<file path="config.mk">
export PLATFORM = sky130hd
export DESIGN_NAME = irq_arbiter
export DESIGN_NICKNAME = d
export VERILOG_FILES = /design/src/rtl/irq_arbiter_pkg.sv /design/src/rtl/irq_prio_sel.sv /design/src/rtl/irq_arbiter.sv
export SDC_FILE = /design/constraint.sdc
export NUM_CORES = 1
export LEC_CHECK = 0
export CAP_MARGIN = 20
export CORE_MARGIN = 2
export CORE_UTILIZATION = 38
export CTS_CLUSTER_SIZE = 24
export DETAILED_ROUTE_END_ITERATION = 10
export GPL_TIMING_DRIVEN = 0
export PLACE_DENSITY = 0.89
export REMOVE_ABC_BUFFERS = 1
export SLEW_MARGIN = 5
export SYNTH_ARGS = -nofsm -noshare
export SYNTH_HDL_FRONTEND = slang
export SYNTH_HIERARCHICAL = 1
export SYNTH_SLANG_ARGS = --single-unit
</file>
<file path="constraint.sdc">
create_clock -name clk -period 2.15 [get_ports clk]
set_clock_uncertainty 0.05 [all_clocks]
set_input_delay 0.215 -clock clk [delete_from_list [all_inputs] [get_ports clk]]
set_output_delay 0.215 -clock clk [all_outputs]
set_load 0.1 [all_outputs]
</file>
<file path="src/rtl/irq_arbiter_pkg.sv">
// Shared constants for the interrupt arbiter: register offsets, FSM encoding, null id.
package irq_arbiter_pkg;

  localparam logic [2:0] IRQ_CTRL  = 3'd0;
  localparam logic [2:0] IRQ_MASK  = 3'd1;
  localparam logic [2:0] IRQ_TRIG  = 3'd2;
  localparam logic [2:0] IRQ_PEND  = 3'd3;
  localparam logic [2:0] IRQ_CLAIM = 3'd4;

  localparam logic [4:0] IRQ_ID_NONE = 5'd0;

  typedef enum logic [1:0] {
    IRQ_IDLE    = 2'd0,
    IRQ_ASSERT  = 2'd1,
    IRQ_SERVICE = 2'd2
  } irq_state_e;

endpackage

</file>
<file path="src/rtl/irq_prio_sel.sv">
// Combinational winner select: first eligible index above base_i, else lowest eligible index.
module irq_prio_sel
  import irq_arbiter_pkg::*;
#(
  parameter int N_SRC = 6
) (
  input  logic [N_SRC-1:0] elig_i,
  input  logic [4:0]       base_i,
  output logic [4:0]       id_o,
  output logic             valid_o
);

  logic       hi_hit;
  logic [4:0] hi_id;
  logic [4:0] lo_id;

  // Descending scan so the lowest qualifying index is the last one written.
  always_comb begin
    hi_hit = 1'b0;
    hi_id  = IRQ_ID_NONE;
    lo_id  = IRQ_ID_NONE;
    for (int i = N_SRC - 1; i >= 0; i--) begin
      if (elig_i[i]) begin
        lo_id = 5'(i + 1);
        if (5'(i) > base_i) begin
          hi_id  = 5'(i + 1);
          hi_hit = 1'b1;
        end
      end
    end
    valid_o = |elig_i;
    id_o    = hi_hit ? hi_id : lo_id;
  end

endmodule

</file>
<file path="src/rtl/irq_arbiter.sv">
// Memory-mapped interrupt arbiter with claim/complete handshake toward CP0.
// Define IRQ_ARB_ROUND_ROBIN_EN for round-robin winner selection instead of fixed priority.
//
// state       | meaning
// IRQ_IDLE    | no eligible source, irq low
// IRQ_ASSERT  | irq high with current winner id, waiting for a CLAIM read
// IRQ_SERVICE | one source claimed, waiting for a matching CLAIM write
module irq_arbiter
  import irq_arbiter_pkg::*;
#(
  parameter int N_SRC = 6
) (
  input  logic             clk,
  input  logic             reset,
  input  logic [31:2]      addr,
  input  logic             we,
  input  logic             re,
  input  logic [31:0]      din,
  output logic [31:0]      dout,
  input  logic [N_SRC-1:0] src_irq,
  output logic             irq,
  output logic [4:0]       irq_id
);

  logic [2:0]       reg_sel;
  logic             gen_q, gen_d;
  logic [N_SRC-1:0] mask_q, mask_d;
  logic [N_SRC-1:0] trig_q, trig_d;
  logic [N_SRC-1:0] epend_q, epend_d;
  logic [N_SRC-1:0] src_q;
  logic [N_SRC-1:0] pend, elig, insvc_vec, edge_set, w1c, claim_clr;
  logic [4:0]       insvc_q, insvc_d;
  logic [4:0]       win_id, rr_base;
  logic             win_valid, claim_rd, claim_take, cmpl_ok;
  irq_state_e       state_q, state_d;
  logic             irq_q, irq_d;
  logic [4:0]       irq_id_q, irq_id_d;
  logic             unused_bits;

  assign reg_sel     = addr[4:2];
  assign unused_bits = ^{addr[31:5], din};

  assign claim_rd   = re && (reg_sel == IRQ_CLAIM);
  assign claim_take = claim_rd && (state_q == IRQ_ASSERT) && win_valid;
  assign cmpl_ok    = we && (reg_sel == IRQ_CLAIM) && (state_q == IRQ_SERVICE)
                      && (din[4:0] == insvc_q);

  always_comb begin
    insvc_vec = '0;
    claim_clr = '0;
    for (int i = 0; i < N_SRC; i++) begin
      insvc_vec[i] = (insvc_q == 5'(i + 1));
      claim_clr[i] = claim_take && (win_id == 5'(i + 1));
    end
  end

  // Level sources follow the sampled line; only edge sources hold a latched bit.
  assign pend     = (trig_q & epend_q) | (~trig_q & src_q);
  assign elig     = {N_SRC{gen_q}} & pend & mask_q & ~insvc_vec;
  assign edge_set = src_irq & ~src_q & trig_q;
  assign w1c      = {N_SRC{we && (reg_sel == IRQ_PEND)}} & din[N_SRC-1:0] & trig_q;

  irq_prio_sel #(.N_SRC(N_SRC)) u_prio_sel (
    .elig_i (elig),
    .base_i (rr_base),
    .id_o   (win_id),
    .valid_o(win_valid)
  );

`ifdef IRQ_ARB_ROUND_ROBIN_EN
  logic [4:0] ptr_q, ptr_d;

  assign rr_base = ptr_q;
  assign ptr_d   = claim_take ? (win_id - 5'd1) : ptr_q;

  always_ff @(posedge clk) begin
    if (reset) ptr_q <= 5'(N_SRC - 1);
    else       ptr_q <= ptr_d;
  end
`else
  assign rr_base = 5'(N_SRC - 1);
`endif

  always_comb begin
    gen_d  = gen_q;
    mask_d = mask_q;
    trig_d = trig_q;
    if (we) begin
      case (reg_sel)
        IRQ_CTRL: gen_d  = din[0];
        IRQ_MASK: mask_d = din[N_SRC-1:0];
        IRQ_TRIG: trig_d = din[N_SRC-1:0];
        default:  ;
      endcase
    end
    // A fresh edge outranks both W1C and the claim clear of the same bit.
    epend_d = ((epend_q & ~w1c & ~claim_clr) | edge_set) & trig_q;
  end

  always_comb begin
    state_d = state_q;
    insvc_d = insvc_q;
    case (state_q)
      IRQ_IDLE: if (win_valid) state_d = IRQ_ASSERT;
      IRQ_ASSERT: begin
        if (claim_take) begin
          state_d = IRQ_SERVICE;
          insvc_d = win_id;
        end else if (!win_valid) begin
          state_d = IRQ_IDLE;
        end
      end
      IRQ_SERVICE: begin
        if (cmpl_ok) begin
          state_d = IRQ_IDLE;
          insvc_d = IRQ_ID_NONE;
        end
      end
      default: state_d = IRQ_IDLE;
    endcase
    irq_d    = (state_d == IRQ_ASSERT);
    irq_id_d = irq_d ? win_id : IRQ_ID_NONE;
  end

  always_comb begin
    dout = '0;
    case (reg_sel)
      IRQ_CTRL:  dout = {31'd0, gen_q};
      IRQ_MASK:  dout = 32'(mask_q);
      IRQ_TRIG:  dout = 32'(trig_q);
      IRQ_PEND:  dout = 32'(pend);
      IRQ_CLAIM: if (state_q == IRQ_ASSERT) dout = 32'(win_id);
      default:   dout = '0;
    endcase
  end

  always_ff @(posedge clk) begin
    if (reset) begin
      gen_q    <= 1'b0;
      mask_q   <= '0;
      trig_q   <= '0;
      epend_q  <= '0;
      src_q    <= '0;
      insvc_q  <= IRQ_ID_NONE;
      state_q  <= IRQ_IDLE;
      irq_q    <= 1'b0;
      irq_id_q <= IRQ_ID_NONE;
    end else begin
      gen_q    <= gen_d;
      mask_q   <= mask_d;
      trig_q   <= trig_d;
      epend_q  <= epend_d;
      src_q    <= src_irq;
      insvc_q  <= insvc_d;
      state_q  <= state_d;
      irq_q    <= irq_d;
      irq_id_q <= irq_id_d;
    end
  end

  assign irq    = irq_q;
  assign irq_id = irq_id_q;

endmodule

</file>
## After elaboration in Yosys (flattened, before gate mapping)

Index checks and enable logic that the tools add are counted.

| cells by class | value |
|---|---|
| bitwise gates (word level) | 20 |
| equal/unequal tests | 22 |
| mux-type cells | 16 |
| reduce and logical (&&, ||, !) cells | 22 |

Operators by type and width:

| cell | number |
|---|---|
| AND 6 bit | 12 |
| == test 5 x 3 -> 1 bit, second input constant | 6 |
| inverter 6 bit | 5 |
| case mux 6 bit (5 select lines) | 1 |
| == test 5 x 2 -> 1 bit, second input constant | 4 |
| two-way mux 3 bit | 6 |
| two-way mux 5 bit | 3 |
| logical AND 1 bit | 13 |
| OR 6 bit | 2 |
| == test 5 x 1 -> 1 bit, second input constant | 2 |
| case mux 5 bit (2 select lines) | 1 |
| two-way mux 2 bit | 4 |
| == test 3 x 2 -> 1 bit, second input constant | 2 |
| case mux 2 bit (3 select lines) | 1 |
| AND reduction 2 bit | 3 |
| OR reduction 6 bit | 1 |
| == test 5 bit | 1 |
| == test 2 x 1 -> 1 bit, second input constant | 2 |
| inequality test 2 bit, second input constant | 2 |
| == test 3 x 1 -> 1 bit, second input constant | 1 |
| == test 3 bit, second input constant | 1 |
| logical NOT 3 bit | 1 |
| AND reduction 3 bit | 1 |
| == test 2 bit, second input constant | 1 |
| other kinds (4) | 4 |

| word-level totals | value |
|---|---|
| flip-flop bits (word level) | 38 |
| bits of input ports | 72 |

## Depth between registers and ports, before layout

| logic depth | value |
|---|---|
| depth after elaboration | 18 |
| gate-level depth with buffers | 12 |
| gate-level depth less buffers | 12 |

## Modules after synthesis

The synthesis kept the hierarchy.

By module, submodules not included:

| module | area each (µm²) | instances | cells each |
|---|---|---|---|
| irq_arbiter | 2155.8 | 1 | 253 |
| irq_prio_sel | 216.5 | 1 | 37 |

## Least setup slack after synthesis

Ideal clock, no wire load.

| timing path | value |
|---|---|
| kind | input to output |
| start point | input addr[2] in the netlist's numbering |
| end point | output dout[1] |
| required time | 1.885 ns |
| slack | -1.118 ns |
| arrival | 3.003 ns |
| path buffers | 2 |
| stages on the path | 6 |
| cells stage by stage | buf_6 -> clkbuf_1 -> a21oi_1 -> a31oi_1 -> a22oi_1 -> o21ai_0 |

| on the way | value |
|---|---|
| cells in the longest elaborated chain, start to end | 2 |
| elaborated cells on any way between the ends | 6 |

RTL lines:

| element | RTL line | text |
|---|---|---|
| start, declared | irq_arbiter.sv:15 | `input logic [31:2] addr,` |
| == test 3 bit, or another cell as far along | irq_arbiter.sv:127 | `case (reg_sel)` |
| case mux 6 bit (5 select lines) (*) | irq_arbiter.sv:127 |  |
| end, declared | irq_arbiter.sv:19 | `output logic [31:0] dout,` |

Every way passes the cells marked *; elsewhere a longest branch is shown, timed or not.

## Final worst setup path

| timing path | value |
|---|---|
| start point | register insvc_q[2] |
| end point | output dout[0] |

| on the way | value |
|---|---|
| elaborated cells on any way between the ends | 14 |

RTL lines:

| element | RTL line | text |
|---|---|---|
| start, declared | irq_arbiter.sv:32 | `logic [4:0] insvc_q, insvc_d;` |
| start signal, assigned | irq_arbiter.sv:154 | `insvc_q <= insvc_d;` |
| == test 5 x 3 -> 1 bit | irq_arbiter.sv:52 | `insvc_vec[i] = (insvc_q == 5'(i + 1));` |
| inverter 6 bit | irq_arbiter.sv:59 | `assign elig = {N_SRC{gen_q}} & pend & mask_q & ~insvc_vec;` |
| AND 6 bit | irq_arbiter.sv:59 |  |
| named net elig[3] | irq_arbiter.sv:31 | `logic [N_SRC-1:0] pend, elig, insvc_vec, edge_set, w1c, claim_clr;` |
| two-way mux 3 bit (4 in series) | irq_prio_sel.sv:23 | `if (elig_i[i]) begin` |
| named net win_id[0] | irq_arbiter.sv:33 | `logic [4:0] win_id, rr_base;` |
| two-way mux 5 bit | irq_arbiter.sv:132 | `IRQ_CLAIM: if (state_q == IRQ_ASSERT) dout = 32'(win_id);` |
| case mux 6 bit (5 select lines) | irq_arbiter.sv:127 |  |

The timed path passes the listed nets, and every way through them passes these cells.

==> impl_metrics.json <==
{
  "status": "finished with violations",
  "violations": "negative setup slack",
  "tightestPinTransition_ns": 0.9637,
  "setup_viol": 14,
  "port-buffer-count": 30,
  "boundaryPins": 110,
  "via_count": 2390,
  "wl_per_cell_um": 16.89,
  "antenna_found_initial": 0,
  "power_frac_seq_pct": 44.5,
  "root_buffer": "clkbuf_8",
  "rows": 28,
  "fin_nets": 439,
  "setup_slack_ns": -0.4126,
  "drive_gt1_share_pct": 30.16,
  "ant_nets": 0,
  "gp_congestion": 0.8925,
  "core-area_um2": 5991,
  "first_pass_iters": 5,
  "total_power_mw": 1.620,
  "endpoint_kind": "output port",
  "route.detailed.drc": 0,
  "ir_drop_v": 0.0004429,
  "hold_class": "in -> reg",
  "synthTopCellsByCount": "dfxtp_1, buf_4, nor2_1",
  "synth_cell_types": 46,
  "r2r_slack_ns": -0.40,
  "finalCritPeriodShare_pct": 119.2,
  "slew_headroom_pct": 35.55,
  "yosysMostFrequentCell": "dfxtp_1",
  "cp.arrival_ns": 2.30,
  "fp.dieH_um": 83.01,
  "clock_latency_ns": 0.30,
  "fp.dieW_um": 83.01,
  "hp-start": "src_irq[3]",
  "intPower_mw": 1.045,
  "p_clk_share_pct": 31.7,
  "synthArstFlopShare_pct": 0,
  "synthXorXnorAreaFrac_pct": 1.846,
  "synth.avg_cell_area_um2": 8.180,
  "grt_pass1_wl_um": 10540,
  "ys_warn_count": 6,
  "comb_power_share_pct": 23.8,
  "grtUsageTotal_pct": 19.04,
  "synthMuxAreaShare_pct": 8.966,
  "grt_setup_unrepaired": "yes",
  "drt_iter0_markers": 218,
  "power_leakage_nw": 1.374,
  "grt_pass1_vias": 2103,
  "synth_top_family_by_area": "simple AND/OR/NAND/NOR gates",
  "min_path_cells": 2,
  "synth_compound_area_share_pct": 15.93,
  "synth_top_flop_cell": "dfxtp_1",
  "path_clk_slew_ns": 0.08,
  "syn_to_final_growth_pct": 41.56,
  "cp-start-kind": "flip-flop",
  "layout.cells.non_filler": 443,
  "fillers": 481,
  "r2r-end": "epend_q[0]",
  "yosysSeqAreaShare_pct": 32.07,
  "holdWs_ns": 0.4335,
  "grt_max_degree": 31,
  "yosys.area_share.simple_pct": 26.95,
  "synth.area.top_cells": "dfxtp_1, buf_4, mux2i_1, nor2_1, nand2_1",
  "drv_cap": 0,
  "start_util_pct": 39.60,
  "grt_overflow_total": 0,
  "cts_tree": "done",
  "swShare_pct": 35.49,
  "finalHoldViolations": 0,
  "placedCellCount": 404,
  "cts.sinks": 38,
  "synth_fa_ha_area_share_pct": 0,
  "yosysTopAreaCell": "dfxtp_1",
  "layout_min_cycle_time_ns": 2.563,
  "cellPowerDensity_nw_per_um2": 482.3,
  "worstPathRequired_ns": 1.88,
  "design.die.area_um2": 6891,
  "r2r_cells": 11,
  "vias_per_cell": 5.395,
  "switchingPower_uw": 574.8,
  "rr_startpoint": "insvc_q[2]",
  "diodes": 0,
  "min_to": "src_q[3]",
  "dp.final_hpwl_um": 3941,
  "crit_fanout": 5,
  "syn_inst": 290,
  "drv_slew": 0,
  "cts_inserted_buffers": 5,
  "ys_seq_elements": 38,
  "clk_path_buf_depth": 2,
  "fmax_mhz": 390.2,
  "cts_hold_buf": 0,
  "drt_wl_total_um": 7481,
  "synth_edf_count": 0,
  "crit_type": "reg -> out",
  "htreeDepth": 2,
  "yosysTopAreaCellShare_pct": 32.07,
  "netlist_area_um2": 2372
}
## cell type report
class / count / area [um2] / share of cell area, %
tap: 75 / 93.84 / 2.794
timing repair buffer: 63 / 581.8 / 17.32
clock inverter: 1 / 5.005 / 0.1490
multi-input combinational: 244 / 1739 / 51.79
sequential: 38 / 795.8 / 23.70
clock buffer: 7 / 86.33 / 2.571
inverter: 15 / 56.30 / 1.677
## layout by cell type, fill, tap and decap left out, types with 6 or more instances in the layout
master / count
conb_1: 50
buf_4: 30
dfxtp_1: 24
clkdlybuf4s50_1: 22
nor2_1: 19
mux2i_1: 19
nand2_1: 16
inv_1: 14
o21ai_2: 10
nand3_1: 10
a21oi_1: 7
nor2b_1: 7
nand2b_1: 7
dfxtp_2: 7
dfxtp_4: 7
a22oi_1: 6
a211oi_1: 6
clkbuf_8: 6
## critical path, cell delays in order, from the launching register on
cell	delay (ns)
dfxtp_4	0.39
nor3b_4	0.27
buf_4	0.17
a21oi_4	0.06
nand2b_4	0.15
a21oi_2	0.15
nor2_2	0.07
a31oi_4	0.28
a22o_1	0.27
buf_12	0.19
## per-stage QoR
stage	utilization, %	instance area [um2]	TNS [ns]	setup WS, ns
after floorplan	-	2278	-4.181	-0.8442
after global placement	44.61	2673	-16.99	-1.360
after global routing	56.06	3358	-5.850	-0.5259
after detailed placement	45.05	2699	-13.62	-1.476
final	56.06	3358	-4.305	-0.4126
after CTS	52.40	3139	-1.491	-0.2488
## power groups by stage
stage / combinational, mW / sequential [mW] / clock, mW
floorplan: 0.280 / 0.739 / 0
CTS: 0.367 / 0.720 / 0.510
detailed placement: 0.361 / 0.741 / 0
global placement: 0.354 / 0.740 / 0
global route: 0.399 / 0.721 / 0.551
finish: 0.386 / 0.720 / 0.514
## sequential cells by signal, indices dropped and copies added, names as in the netlist
signal	flops
trig_q	6
mask_q	6
state_q	2
epend_q	6
irq	1
src_q	6
gen_q	1
irq_id	5
insvc_q	5
## how the worst max path moves through the flow
stage	endpoint	cells past startpoint	start	slack (ns)
after CTS	dout[0]	10	src_q[2]	-0.25
after detailed placement	dout[0]	10	trig_q[4]	-1.48
final	dout[0]	9	insvc_q[2]	-0.41
after floorplan	dout[1]	4	trig_q[1]	-0.84
after global placement	dout[0]	10	trig_q[2]	-1.36
after global routing	epend_q[0]	12	src_q[4]	-0.53
## timing repair
item | 4_1_cts | 5_1_grt
pin swaps | 18 | 13
resized for setup | 102 | 38
buffers inserted | 16 | 16
endpoints found under the setup margin | 18 | 20
## metal layers
metal | up-vias | GRT usage, % | wire, um
li1 | 1092 | - | -
met1 | 1089 | 22.69 | 2845
met2 | 166 | 31.82 | 3610
met3 | 43 | 4.970 | 596
met4 | 0 | 8.942 | 427
met5 | - | 0 | 0
## cells by family after synthesis
group                     count (synthesis)
buffers and inverters                    55
other                                     3
and+or+nand+nor                         108
muxes                                    20
DFF                                      38
xor gates and xnor gates                  5
AOI/OAI and AO/OA                        61
No activity file was read; power rests on OpenSTA's default activity.
